[config.mk]
export PLATFORM = sky130hd
export DESIGN_NAME = uart_tx_flat
export DESIGN_NICKNAME = d
export VERILOG_FILES = /design/src/rtl/uart_tx_if.sv /design/src/rtl/uart_tx.sv /design/src/flat_wrapper.sv
export SDC_FILE = /design/constraint.sdc
export NUM_CORES = 1
export LEC_CHECK = 0
export BUFFER_PORTS_ARGS = -buffer_cell sky130_fd_sc_hd__buf_2
export CELL_PAD_IN_SITES_DETAIL_PLACEMENT = 1
export CELL_PAD_IN_SITES_GLOBAL_PLACEMENT = 2
export CORE_MARGIN = 2
export CORE_UTILIZATION = 31
export DETAILED_ROUTE_END_ITERATION = 12
export GPL_ROUTABILITY_DRIVEN = 0
export MAX_ROUTING_LAYER = met4
export PLACE_DENSITY = 0.87
export SLEW_MARGIN = 25
export SYNTH_ARGS = -nofsm -noshare
export SYNTH_HDL_FRONTEND = slang
export SYNTH_SLANG_ARGS = --single-unit
export TNS_END_PERCENT = 30
[constraint.sdc]
create_clock -name clk -period 1.6 [get_ports clk]
set_input_delay 0.08 -clock clk [delete_from_list [all_inputs] [get_ports clk]]
set_output_delay 0.08 -clock clk [all_outputs]
set_load 0.05 [all_outputs]
[src/rtl/uart_tx_if.sv]
// CPU-facing bus of the memory-mapped UART transmitter.
//   load : write strobe (master -> slave)
//   in   : 16-bit write data, only the low byte is sent (master -> slave)
//   TX   : serial line, idle high (slave -> master)
//   out  : 16-bit status word, bit 15 = busy (slave -> master)
interface uart_tx_if;
    localparam int unsigned WORD_W = 16;

    logic              load;
    logic [WORD_W-1:0] in;
    logic              TX;
    logic [WORD_W-1:0] out;

    modport master (output load, in, input TX, out);
    modport slave  (input load, in, output TX, out);
endinterface

[src/rtl/uart_tx.sv]
// 8N1 UART transmitter for the Hack computer.
// A load latches in[DATA_BITS-1:0] and sends start, data LSB first, stop.
// Ports:
//   clk   : system clock, rising edge
//   rst_n : asynchronous active-low reset
//   bus   : uart_tx_if.slave (load/in from the CPU, TX/out back to it)
module uart_tx #(
    parameter int unsigned BAUD_DIV  = 217,
    parameter int unsigned DATA_BITS = 8
) (
    input  logic       clk,
    input  logic       rst_n,
    uart_tx_if.slave   bus
);
    localparam int unsigned WORD_W = 16;
    localparam int unsigned SH_W   = DATA_BITS + 2;
    localparam int unsigned BAUD_W = $clog2(BAUD_DIV);
    localparam int unsigned BITS_W = $clog2(DATA_BITS + 2);
    localparam logic [BAUD_W-1:0] BAUD_TC  = BAUD_W'(BAUD_DIV - 1);
    localparam logic [BITS_W-1:0] LAST_BIT = BITS_W'(DATA_BITS + 1);

    typedef enum logic {
        ST_IDLE = 1'b0,
        ST_BUSY = 1'b1
    } state_e;

    state_e              state_q, state_d;
    // Frame word {data, start, idle-one}; the idle-one in bit 0 is never
    // observed on the line, so only bits [SH_W-1:1] are stored.
    logic [SH_W-1:1]     sh_q, sh_d;
    logic [BAUD_W-1:0]   baud_q, baud_d;
    logic [BITS_W-1:0]   bits_q, bits_d;
    logic                tick_c;
    logic                unused_in_hi;

    assign unused_in_hi = ^bus.in[WORD_W-1:DATA_BITS];

    // State register.
    always_ff @(posedge clk or negedge rst_n) begin
        if (!rst_n) begin
            state_q <= ST_IDLE;
            sh_q    <= '1;
            baud_q  <= '0;
            bits_q  <= '0;
        end else begin
            state_q <= state_d;
            sh_q    <= sh_d;
            baud_q  <= baud_d;
            bits_q  <= bits_d;
        end
    end

    assign tick_c = (state_q == ST_BUSY) && (baud_q == BAUD_TC);

    // Next state: load restarts the frame and wins over a coincident tick.
    always_comb begin
        state_d = state_q;
        sh_d    = sh_q;
        baud_d  = baud_q;
        bits_d  = bits_q;

        if (bus.load) begin
            state_d = ST_BUSY;
            sh_d    = {bus.in[DATA_BITS-1:0], 1'b0};
            baud_d  = '0;
            bits_d  = '0;
        end else if (state_q == ST_BUSY) begin
            if (tick_c) begin
                baud_d = '0;
                bits_d = BITS_W'(bits_q + 1'b1);
                sh_d   = {1'b1, sh_q[SH_W-1:2]};
                if (bits_q == LAST_BIT) begin
                    state_d = ST_IDLE;
                end
            end else begin
                baud_d = BAUD_W'(baud_q + 1'b1);
            end
        end
    end

    assign bus.TX  = sh_q[1];
    assign bus.out = {state_q == ST_BUSY, 15'd0};
endmodule

[src/flat_wrapper.sv]
// flat-port wrapper written by rule: the top's interface ports become plain ports
module uart_tx_flat 
#(
    parameter int unsigned BAUD_DIV  = 217,
    parameter int unsigned DATA_BITS = 8
)
  (clk, rst_n, bus_load, bus_in, bus_TX, bus_out);
  uart_tx_if bus_i ();
  input  logic clk;
  input  logic rst_n;
  input wire logic [$bits(bus_i.load)-1:0] bus_load;
  input wire logic [$bits(bus_i.in)-1:0] bus_in;
  output wire logic [$bits(bus_i.TX)-1:0] bus_TX;
  output wire logic [$bits(bus_i.out)-1:0] bus_out;
  assign bus_i.load = bus_load;
  assign bus_i.in = bus_in;
  assign bus_TX = bus_i.TX;
  assign bus_out = bus_i.out;
  uart_tx #(.BAUD_DIV(BAUD_DIV), .DATA_BITS(DATA_BITS)) u_core (.clk(clk), .rst_n(rst_n), .bus(bus_i));
endmodule
Word level (Yosys, flattened, before mapping) --
Cells that the tools add are included.
Cells by class: add/subtract/negate cells 2, $mul 0, divide/modulo/power cells 0, $lt $le $gt $ge 0, equality and inequality tests 2, shift operators 0, mux-type cells 13, bitwise gates (word level) 0, reduce and logical (&&, ||, !) cells 4
Operators with widths (count):
- 2-to-1 mux 9 bit | 3
- 2-to-1 mux 8 bit | 3
- 2-to-1 mux 4 bit | 3
- adder 8 x 1 -> 8 bit (second input constant) | 1
- == test 8 bit (second input constant) | 1
- adder 4 x 1 -> 4 bit (second input constant) | 1
- == test 4 bit (second input constant) | 1
- 2-to-1 mux 1 bit | 4
- nonzero test 2 bit | 2
- AND reduction 2 bit | 1
- logical AND 1 bit | 1
Storage, ports and cells: flip-flop bits (word level) 22, latch bits 0, bits in writable memories 0, ROM bits 0, output and inout port bits 17, word-level logic and storage cells 25, memories 0

Depth between registers and ports, before layout --
Gate-level depths: netlist (run 1).
word-level depth 5, mapped depth 6

Worst setup path before layout (run 1) --
Ideal clock, no wire load.
kind reg-to-reg, start point register u_core.baud_q[0], end point register u_core.bits_q[3], library setup time 0.125 ns, arrival 1.353 ns, data required time 1.475 ns, setup slack 0.122 ns, cell stages (with the launch flop) 6, path buffers 0, path through dfrtp_1 > inv_1 > ha_1 > inv_1 > nor4_1 > mux2_2
On the way: word-level cells in the longest chain between the ends 4
Ends and longest elaborated chain:
- from (decl) | line uart_tx.sv:31 | logic [BAUD_W-1:0] baud_q, baud_d;
- from (signal assigned) | line uart_tx.sv:48 | baud_q <= baud_d;
- == test 8 bit | line uart_tx.sv:53 | assign tick_c = (state_q == ST_BUSY) && (baud_q == BAUD_TC);
- logical AND 1 bit | line uart_tx.sv:53
- nonzero test 2 bit (no line)
- AND reduction 2 bit (no line)
- to (signal assigned) | line uart_tx.sv:49 | bits_q <= bits_d;
- to (decl) | line uart_tx.sv:32 | logic [BITS_W-1:0] bits_q, bits_d;
Every way passes these cells. A chain may end at the register's enable or synchronous reset.

Final worst setup path (run 1) --
start point register u_core.baud_q[5], end point register u_core.bits_q[0]
Same word-level chain as after synthesis.

==> summary.txt, run 1 <==
Run status
  • Status: finished, final reports clean

Pwr
  • Power Density: 847.7 nW/um2
  • Static Leakage: 0.6779 nW
  • VDD IR max: 0.2981 mV

Clock tree
  • Clk Latency, worst-skew pair: 0.26 ns
  • CTS Sinks: 22
  • CTS tree: done
  • TritonCTS Buffers: 3
  • Reg clk slew, reported paths: 0.09 ns
  • H-Tree Depth: 1
  • Maximum clock path buffer count: 2
  • Clock root buffer: clkbuf_8

STA
  • Final hold violations: 0
  • Fin crit share: 0.9750
  • RSZ-0062 raised after global routing: no
  • Relative slew slack: 0.6506
  • Worst-margin pin slew: 0.5241 ns
  • Setup TNS: 0 ns
  • Slew Limit Fails: 0
  • Tmin final: 1.560 ns
  • Fmax: 0.6410 GHz
  • Setup Viol. Count Final: 0
  • Worst clock skew: 0.005886 ns

Global route
  • GRT Util Overall: 0.1578
  • GRT overflow: 0
  • Initial antenna violation count: 0
  • Vias in the first global route: 1,235
  • Global-route wire length before repair: 6092 um
  • Largest net degree at the start of global routing: 23

Finish
  • Layout cell share with drive strength beyond 1: 0.3235
  • ANT cells: 0
  • Finished Layout Cells: 222
  • Leading cell type in the layout, fill and taps excluded: buf_4
  • Design Area, Final: 1619 um2
  • # nets final: 194
  • Area of the multi-input gates: 685.7 um2
  • Synth-to-layout area growth: 18.07%
  • Util after Layout: 0.3770
  • Register area: 563.0 um2
  • Fillers: 511
  • Most frequent cells in the layout: buf_4, conb_1, buf_2, dfrtp_1, a31oi_1

Placed design
  • Hpwl dp: 2586 um
  • Buffers added on ports: 12
  • Placed cell count: 216
  • Placed cell area: 1513 um2

Synthesis
  • Post-synthesis sequential area ratio: 0.4097
  • Number of synthesized register bits: 22
  • Area contributors post-synth: dfrtp_1, dfstp_2, buf_4, a31oi_1, o31ai_1
  • Yosys Warn Count: 0
  • Main flop type after synthesis: dfrtp_1
  • Synth Instances: 147
  • Post-synth EDFFs: 0
  • Synth area leader: dfrtp_1
  • Post-synth cell types: 39
  • Synth top area share: 0.2372
  • Post-synthesis async set-or-reset flop share: 1.000
  • Cell Area, Synth: 1371 um2
  • Mean post-synth cell area: 9.329 um2

Detailed routing
  • Router iterations before antenna repair: 4
  • Final WL: 3567 um
  • Post-DRT Antenna Nets: 0
  • Via count: 1,176
  • DR WL/cell: 16.07 um
  • Initial drt markers: 68
  • Via density: 5.297
  • DRC viols: 0

Setup path
  • Crit path required time: 1.79 ns
  • CP Class: flip-flop to flip-flop
  • Crit end category: flip-flop
  • Critical path arrival: 1.75 ns
  • Max Fanout on Critical Path: 4
  • Worst Setup Start Kind: flip-flop

Floorplanning
  • Row cnt: 24
  • Core area: 4294 um2
  • Die Width: 70.51 um
  • Number of I/O pins: 36
  • Die H: 70.51 um
  • DIE AREA: 4972 um2
  • Initial core utilization: 0.3193

Run
  • Max-cap violations: 0

Min path
  • Worst hold path class: input port to flip-flop
==> state kept, by name (all words and copies together), names as in the netlist <==
name            cells
u_core.sh_q         9
u_core.bits_q       4
u_core.state_q      1
u_core.baud_q       8
==> Yosys cell counts (2+ instances only) <==
library cell  count
buf_4            17
dfrtp_1          13
a31oi_1          10
dfstp_2           9
nand4_1           8
nor2_1            8
o31ai_1           8
inv_1             7
nand2_1           7
a21oi_1           5
buf_2             5
clkbuf_1          5
ha_1              4
nor2b_1           3
nor3_1            3
o21ai_0           3
mux2_2            2
nand3_1           2
nor4_1            2
o2111ai_1         2
o211ai_1          2
o311ai_0          2
or3_1             2
or4_1             2
xor2_1            2
==> critical path: stages (launching register included) <==
cell	delay (ns)
dfrtp_1	0.39
nand4bb_1	0.28
buf_4	0.22
or4_4	0.42
a21oi_2	0.18
==> power by group <==
part / leakage (nW) / total, mW / internal (mW) / switching, mW
Sequential: 0.267 / 0.617 / 0.599 / 0.0188
Clock: 0.0339 / 0.468 / 0.271 / 0.197
Combinational: 0.377 / 0.287 / 0.0834 / 0.203
Total: 0.678 / 1.37 / 0.953 / 0.419
==> metal layers <==
metal	GRT usage	vias up	wire (um)
met4	0.05342	0	25
met2	0.2495	20	1787
li1	-	559	-
met5	-	-	0
met3	0.01443	2	78
met1	0.2126	595	1676
==> final cells by class <==
cell class              count  area share
multi-input cells         105      0.4235
flip-flops and latches     22      0.3478
repair buffers             32      0.1314
clock buffers               4     0.04096
well taps                  52     0.04019
inverters                   7     0.01623
==> logic make-up after synthesis <==
logic type      share of synthesized area
other cells                      0.002735
flops                              0.4097
compound gates                     0.1934
buf+inv                            0.1442
simple gates                       0.1843
mux                               0.01642
fa+ha+maj                         0.03650
xor+xnor                          0.01278
==> repair_timing <==
| item | 4_1_cts | 5_1_grt |
|---|---|---|
| buffers inserted | 1 | 0 |
| resized for setup | 3 | 5 |
| setup endpoints to repair | 1 | 4 |
| hold endpoints to repair | 13 | 0 |
| gates cloned | 0 | 0 |
| hold buffers | 1 | 0 |
| pin swaps | 0 | 1 |
==> stage by stage <==
| stage | total power, mW | hold WS, ns | worst slack, ns |
|---|---|---|---|
| global route | 1.432 | 0.04734 | 0.007009 |
| global placement | 0.8890 | 0.07249 | 0.09904 |
| detailed placement | 0.8993 | 0.07758 | 0.04317 |
| finish | 1.372 | 0.02548 | 0.03999 |
| CTS | 1.365 | 0.02568 | 0.02057 |
| floorplan | 0.8365 | -0.2156 | 0.1218 |
==> final timing paths <==
path | from | depth (start not counted) | endpoint | slack [ns]
worst max-delay path | u_core.baud_q[5] | 4 | u_core.bits_q[0] | 0.04
worst min-delay path | bus_in[6] | 3 | u_core.sh_q[8] | 0.03
worst max register to register | u_core.baud_q[5] | 4 | u_core.bits_q[0] | 0.04
min in group asynchronous | rst_n | 2 | u_core.baud_q[7] | 0.32
worst min register to register | u_core.sh_q[1] | 2 | u_core.sh_q[1] | 0.49
max in group asynchronous | rst_n | 2 | u_core.state_q | 0.91
Note: power is estimated with default switching activity, not from simulation.
==> run 2, diff against run 1 <==
--- a/config.mk
+++ b/config.mk
@@ -14,6 +14,7 @@
 export GPL_ROUTABILITY_DRIVEN = 0
 export MAX_ROUTING_LAYER = met4
 export PLACE_DENSITY = 0.87
+export REMOVE_ABC_BUFFERS = 1
 export SLEW_MARGIN = 25
 export SYNTH_ARGS = -nofsm -noshare
 export SYNTH_HDL_FRONTEND = slang
==> summary.txt, run 2 (synthesized netlist as in run 1, its figures left out) <==
STA
  • Setup Viol. Count Final: 0
  • Worst clock skew: 0.01134 ns
  • Slew Limit Fails: 0
  • RSZ-0062 raised after global routing: yes
  • Tmin final: 1.529 ns
  • Final hold violations: 0
  • Fin crit share: 0.9555
  • Relative slew slack: 0.6522
  • Setup TNS: 0 ns
  • Fmax: 0.6541 GHz
  • Worst-margin pin slew: 0.5217 ns

Finish
  • Fillers: 521
  • Area of the multi-input gates: 693.2 um2
  • Synth-to-layout area growth: 18.34%
  • Most frequent cells in the layout: buf_4, conb_1, buf_2, dfrtp_1, a31oi_1
  • Max FFs per register: 9
  • Leading cell type in the layout, fill and taps excluded: buf_4
  • Register area: 563.0 um2
  • ANT cells: 0
  • Largest registers: u_core.sh_q: 9 flops, u_core.baud_q: 8 flops, u_core.bits_q: 4 flops
  • # nets final: 193
  • Layout cell share with drive strength beyond 1: 0.3195
  • Top reg by flops: u_core.sh_q
  • Finished Layout Cells: 221

Setup path
  • Crit path required time: 1.79 ns
  • Crit end category: flip-flop
  • Max Fanout on Critical Path: 7
  • CP Class: flip-flop to flip-flop
  • Critical path arrival: 1.72 ns
  • Worst Setup Start Kind: flip-flop

Floorplanning
  • DIE AREA: 4972 um2
  • Initial core utilization: 0.3193
  • Number of I/O pins: 36
  • Row cnt: 24
  • Die H: 70.51 um
  • Core area: 4294 um2
  • Die Width: 70.51 um

Pwr
  • Power Density: 849.6 nW/um2
  • Static Leakage: 0.6723 nW
  • VDD IR max: 0.4267 mV

Global route
  • Initial antenna violation count: 0
  • Met1 Usage GRT: 0.1982
  • Top Usage Layer GRT: met2
  • Vias in the first global route: 1,292
  • GRT overflow: 0
  • GRT Util Overall: 0.1628
  • Met2 Track Usage GR: 0.2830
  • Met3 Track Usage GR: 0.03030
  • Largest net degree at the start of global routing: 23
  • Global-route wire length before repair: 6348 um

Clock tree
  • Postcts setup bufs: 0
  • Reg clk slew, reported paths: 0.09 ns
  • H-Tree Depth: 1
  • Maximum clock path buffer count: 2
  • CTS Sinks: 22
  • Clk Latency, worst-skew pair: 0.27 ns
  • CTS tree: done
  • Clock root buffer: clkbuf_8
  • TritonCTS Buffers: 3

Detailed routing
  • Final WL: 3773 um
  • Post-DRT Antenna Nets: 0
  • Via count: 1,206
  • DRC viols: 0
  • Initial drt markers: 37
  • Router iterations before antenna repair: 4
  • DR WL/cell: 17.07 um
  • Via density: 5.457

Run
  • Max-cap violations: 0

Placed design
  • Hpwl dp: 2731 um
  • Buffers added on ports: 12
  • Placed cell count: 216

Min path
  • Worst hold path class: input port to flip-flop

Run status
  • Status: finished, final reports clean
==> run 2: cell count changes in the layout (fill, tap and decap cells not counted), sizes merged <==
| cell | change |
|---|---|
| buf | -1 |
==> run 2: timing repair <==
| item | in CTS | in global routing |
|---|---|---|
| resized for setup | 0 | 8 |
| hold buffers | 1 | 0 |
| endpoints found under the hold margin | 13 | 0 |
| endpoints found under the setup margin | 0 | 6 |
==> run 2: path summary, 6_finish.rpt <==
check | start | cells past startpoint | endpoint | slack (ns)
min | bus_in[1] | 3 | u_core.sh_q[3] | 0.02
max in group asynchronous | rst_n | 2 | u_core.state_q | 0.90
max reg2reg | u_core.baud_q[0] | 5 | u_core.bits_q[0] | 0.07
min in group asynchronous | rst_n | 2 | u_core.bits_q[1] | 0.31
max | u_core.baud_q[0] | 5 | u_core.bits_q[0] | 0.07
min reg2reg | u_core.sh_q[1] | 2 | u_core.sh_q[1] | 0.50
==> run 2: routing by layer <==
layer | up-vias | wire length [um]
li1 | 560 | -
met2 | 34 | 2018
met3 | 2 | 159
met1 | 610 | 1575
met4 | 0 | 19
met5 | - | 0
==> run 2: critical path: stages (launching register included) <==
cell and delay (ns):
dfrtp_1 0.39, inv_1 0.08, ha_2 0.19, inv_2 0.08, or4_1 0.56, a21oi_2 0.15
==> run 2: area by class of cell <==
type,instances,area share
inverters,7,0.01619
flip-flops and latches,22,0.3470
clock buffers,4,0.04086
well taps,52,0.04009
multi-input cells,105,0.4271
repair buffers,31,0.1288
==> run 2: power by group <==
group | internal [mW] | switching [mW] | leakage, nW
clock | 0.272 | 0.195 | 0.0339
combinational | 0.0859 | 0.204 | 0.371
sequential | 0.599 | 0.0231 | 0.267
total | 0.957 | 0.422 | 0.672
==> run 2: through the flow <==
step | setup slack [ns] | instance area, um2 | hold WS (ns) | power [mW] | util
after global placement | 0.09439 | 1513 | 0.07584 | 0.8872 | 0.3523
after global routing | -0.002372 | 1623 | 0.02155 | 1.449 | 0.3779
after detailed placement | 0.04776 | 1513 | 0.07484 | 0.9052 | 0.3523
after CTS | 0.03600 | 1589 | 0.01996 | 1.374 | 0.3700
after floorplan | -0.4560 | 1252 | -0.2156 | 0.7923 | -
final | 0.07113 | 1623 | 0.02312 | 1.379 | 0.3779
==> run 3, diff against run 2 <==
--- a/config.mk
+++ b/config.mk
@@ -13,7 +13,7 @@
 export DETAILED_ROUTE_END_ITERATION = 12
 export GPL_ROUTABILITY_DRIVEN = 0
 export MAX_ROUTING_LAYER = met4
-export PLACE_DENSITY = 0.87
+export PLACE_DENSITY = 0.76
 export REMOVE_ABC_BUFFERS = 1
 export SLEW_MARGIN = 25
 export SYNTH_ARGS = -nofsm -noshare
==> summary.txt, run 3 (synthesized netlist as in run 1, its figures left out) <==
Run status
  • Status: finished, final reports clean

Placed design
  • Placed cell area: 1505 um2
  • Placed cell count: 215
  • Buffers added on ports: 12
  • Place WS: -0.01482 ns
  • Hpwl dp: 2640 um

Finish
  • Util after Layout: 0.3759
  • Largest registers: u_core.sh_q: 9 flops, u_core.baud_q: 8 flops, u_core.bits_q: 4 flops
  • Finished Layout Cells: 220
  • Leading cell type in the layout, fill and taps excluded: buf_4
  • ANT cells: 0
  • Max FFs per register: 9
  • Synth-to-layout area growth: 17.70%
  • # nets final: 192
  • Top reg by flops: u_core.sh_q
  • Design Area, Final: 1614 um2
  • Layout cell share with drive strength beyond 1: 0.3036
  • Most frequent cells in the layout: buf_4, conb_1, dfrtp_1

Clock tree
  • CTS Sinks: 22
  • TritonCTS Buffers: 3
  • H-Tree Depth: 1
  • Maximum clock path buffer count: 2
  • CTS tree: done
  • Reg clk slew, reported paths: 0.08 ns
  • Postcts setup bufs: 0
  • Clk Latency, worst-skew pair: 0.26 ns
  • Clock root buffer: clkbuf_8

Pwr
  • Switching share of power: 0.3130
  • Clock power frac: 0.307
  • P_sw: 0.4138 mW
  • Internal Power: 0.9082 mW
  • Combinational share of power: 0.224
  • Static Leakage: 0.6699 nW
  • Power Density: 819.1 nW/um2
  • Total power: 1.322 mW
  • Sequential power share: 0.469
  • VDD IR max: 0.2426 mV

Min path
  • Worst Hold End: u_core.sh_q[9]
  • Hold path startpoint: bus_in[7]
  • Worst hold path class: input port to flip-flop
  • Hold Crit Depth: 3

Detailed routing
  • Initial drt markers: 35
  • Via density: 5.355
  • Via count: 1,178
  • DR WL/cell: 16.29 um
  • DRC viols: 0
  • Post-DRT Antenna Nets: 0
  • Router iterations before antenna repair: 4
  • Final WL: 3584 um

Setup path
  • Worst R2R End: u_core.sh_q[4]
  • Max Fanout on Critical Path: 6
  • FF-to-FF Start: u_core.baud_q[2]
  • CP Class: flip-flop to flip-flop
  • Worst Reg-to-Reg Cells: 5
  • Slowest cell delay on critical path: 0.42 ns
  • Crit end category: flip-flop
  • Slowest CP cell: dfrtp_1
  • Reg2Reg Setup Slack: 0.08 ns
  • CP dominant cell by count: buf_4
  • Crit-path cells: buf_4 -> and4bb_4 -> buf_4 -> nand4_1 -> a31oi_1
  • Crit path required time: 1.78 ns
  • Critical path arrival: 1.70 ns
  • Worst Setup Start Kind: flip-flop

Global route
  • GRT overflow: 0
  • Largest net degree at the start of global routing: 23
  • Global-route wire length before repair: 6285 um
  • Initial antenna violation count: 0
  • Vias in the first global route: 1,278
  • GRT Util Overall: 0.1642

STA
  • Final worst slack: 0.08261 ns
  • Slew Limit Fails: 0
  • Setup Viol. Count Final: 0
  • Fin crit share: 0.9484
  • Fmax: 0.6590 GHz
  • Relative slew slack: 0.6435
  • Worst-margin pin slew: 0.5348 ns
  • Worst clock skew: 0.003356 ns
  • Tmin final: 1.517 ns
  • Final hold violations: 0

Run
  • Max-cap violations: 0

Floorplanning
  • Core area: 4294 um2
  • Die Width: 70.51 um
  • Row cnt: 24
  • DIE AREA: 4972 um2
  • Die H: 70.51 um
  • Initial core utilization: 0.3193
  • Number of I/O pins: 36
[run 3: area by class of cell]
type                       instances  area, um2
fill                             515       2680
multi-input combinational        105      701.9
sequential                        22      561.8
timing repair buffer              30      201.4
tap                               52      65.06
clock buffer                       4      55.05
inverter                           7      28.78
[run 3: power by group through the flow]
stage	combinational, mW	clock (mW)	sequential, mW
final	0.296	0.406	0.620
after floorplan	0.166	0	0.626
after global routing	0.323	0.461	0.624
after detailed placement	0.278	0	0.629
after global placement	0.265	0	0.626
after CTS	0.283	0.426	0.618
[run 3: critical path, delay by kind of cell, from the launching register on]
family                 cells  cell delay [ns]
AND/OR/NAND/NOR            2             0.49
flip-flops                 1             0.42
buffers and inverters      2             0.32
AO/OA/AOI/OAI              1             0.21
[run 3: worst max path at each step]
stage / start / endpoint / slack [ns] / cells after the start
2_1_floorplan: u_core.state_q / u_core.bits_q[3] / -0.46 / 3
3_3_place_gp: u_core.baud_q[0] / u_core.bits_q[3] / 0.05 / 5
3_5_place_dp: u_core.baud_q[0] / u_core.baud_q[1] / -0.01 / 6
4_1_cts: u_core.baud_q[0] / u_core.baud_q[0] / -0.001 / 6
5_1_grt: u_core.baud_q[2] / u_core.sh_q[5] / -0.007 / 5
6_report: u_core.baud_q[2] / u_core.sh_q[4] / 0.08 / 5
[run 3: what timing repair did]
action,CTS,global route
hold buffers,1,0
hold endpoints to repair,13,0
gates resized for setup,2,8
endpoints found under the setup margin,2,7
[run 3: metal layers]
metal / GRT usage / up-vias / part of all wire
li1: - / 559 / -
met1: 0.1960 / 595 / 0.44
met2: 0.2914 / 20 / 0.53
met3: 0.02309 / 4 / 0.027
met4: 0.03846 / 0 / 0.0092
met5: - / - / 0
[run 3: through the flow]
step            TNS (ns)  hold slack (ns)
3_3_place_gp           0          0.07743
2_1_floorplan     -3.857          -0.2156
6_report               0          0.03558
4_1_cts        -0.001053          0.03124
3_5_place_dp    -0.02528          0.09055
5_1_grt        -0.008380          0.04586
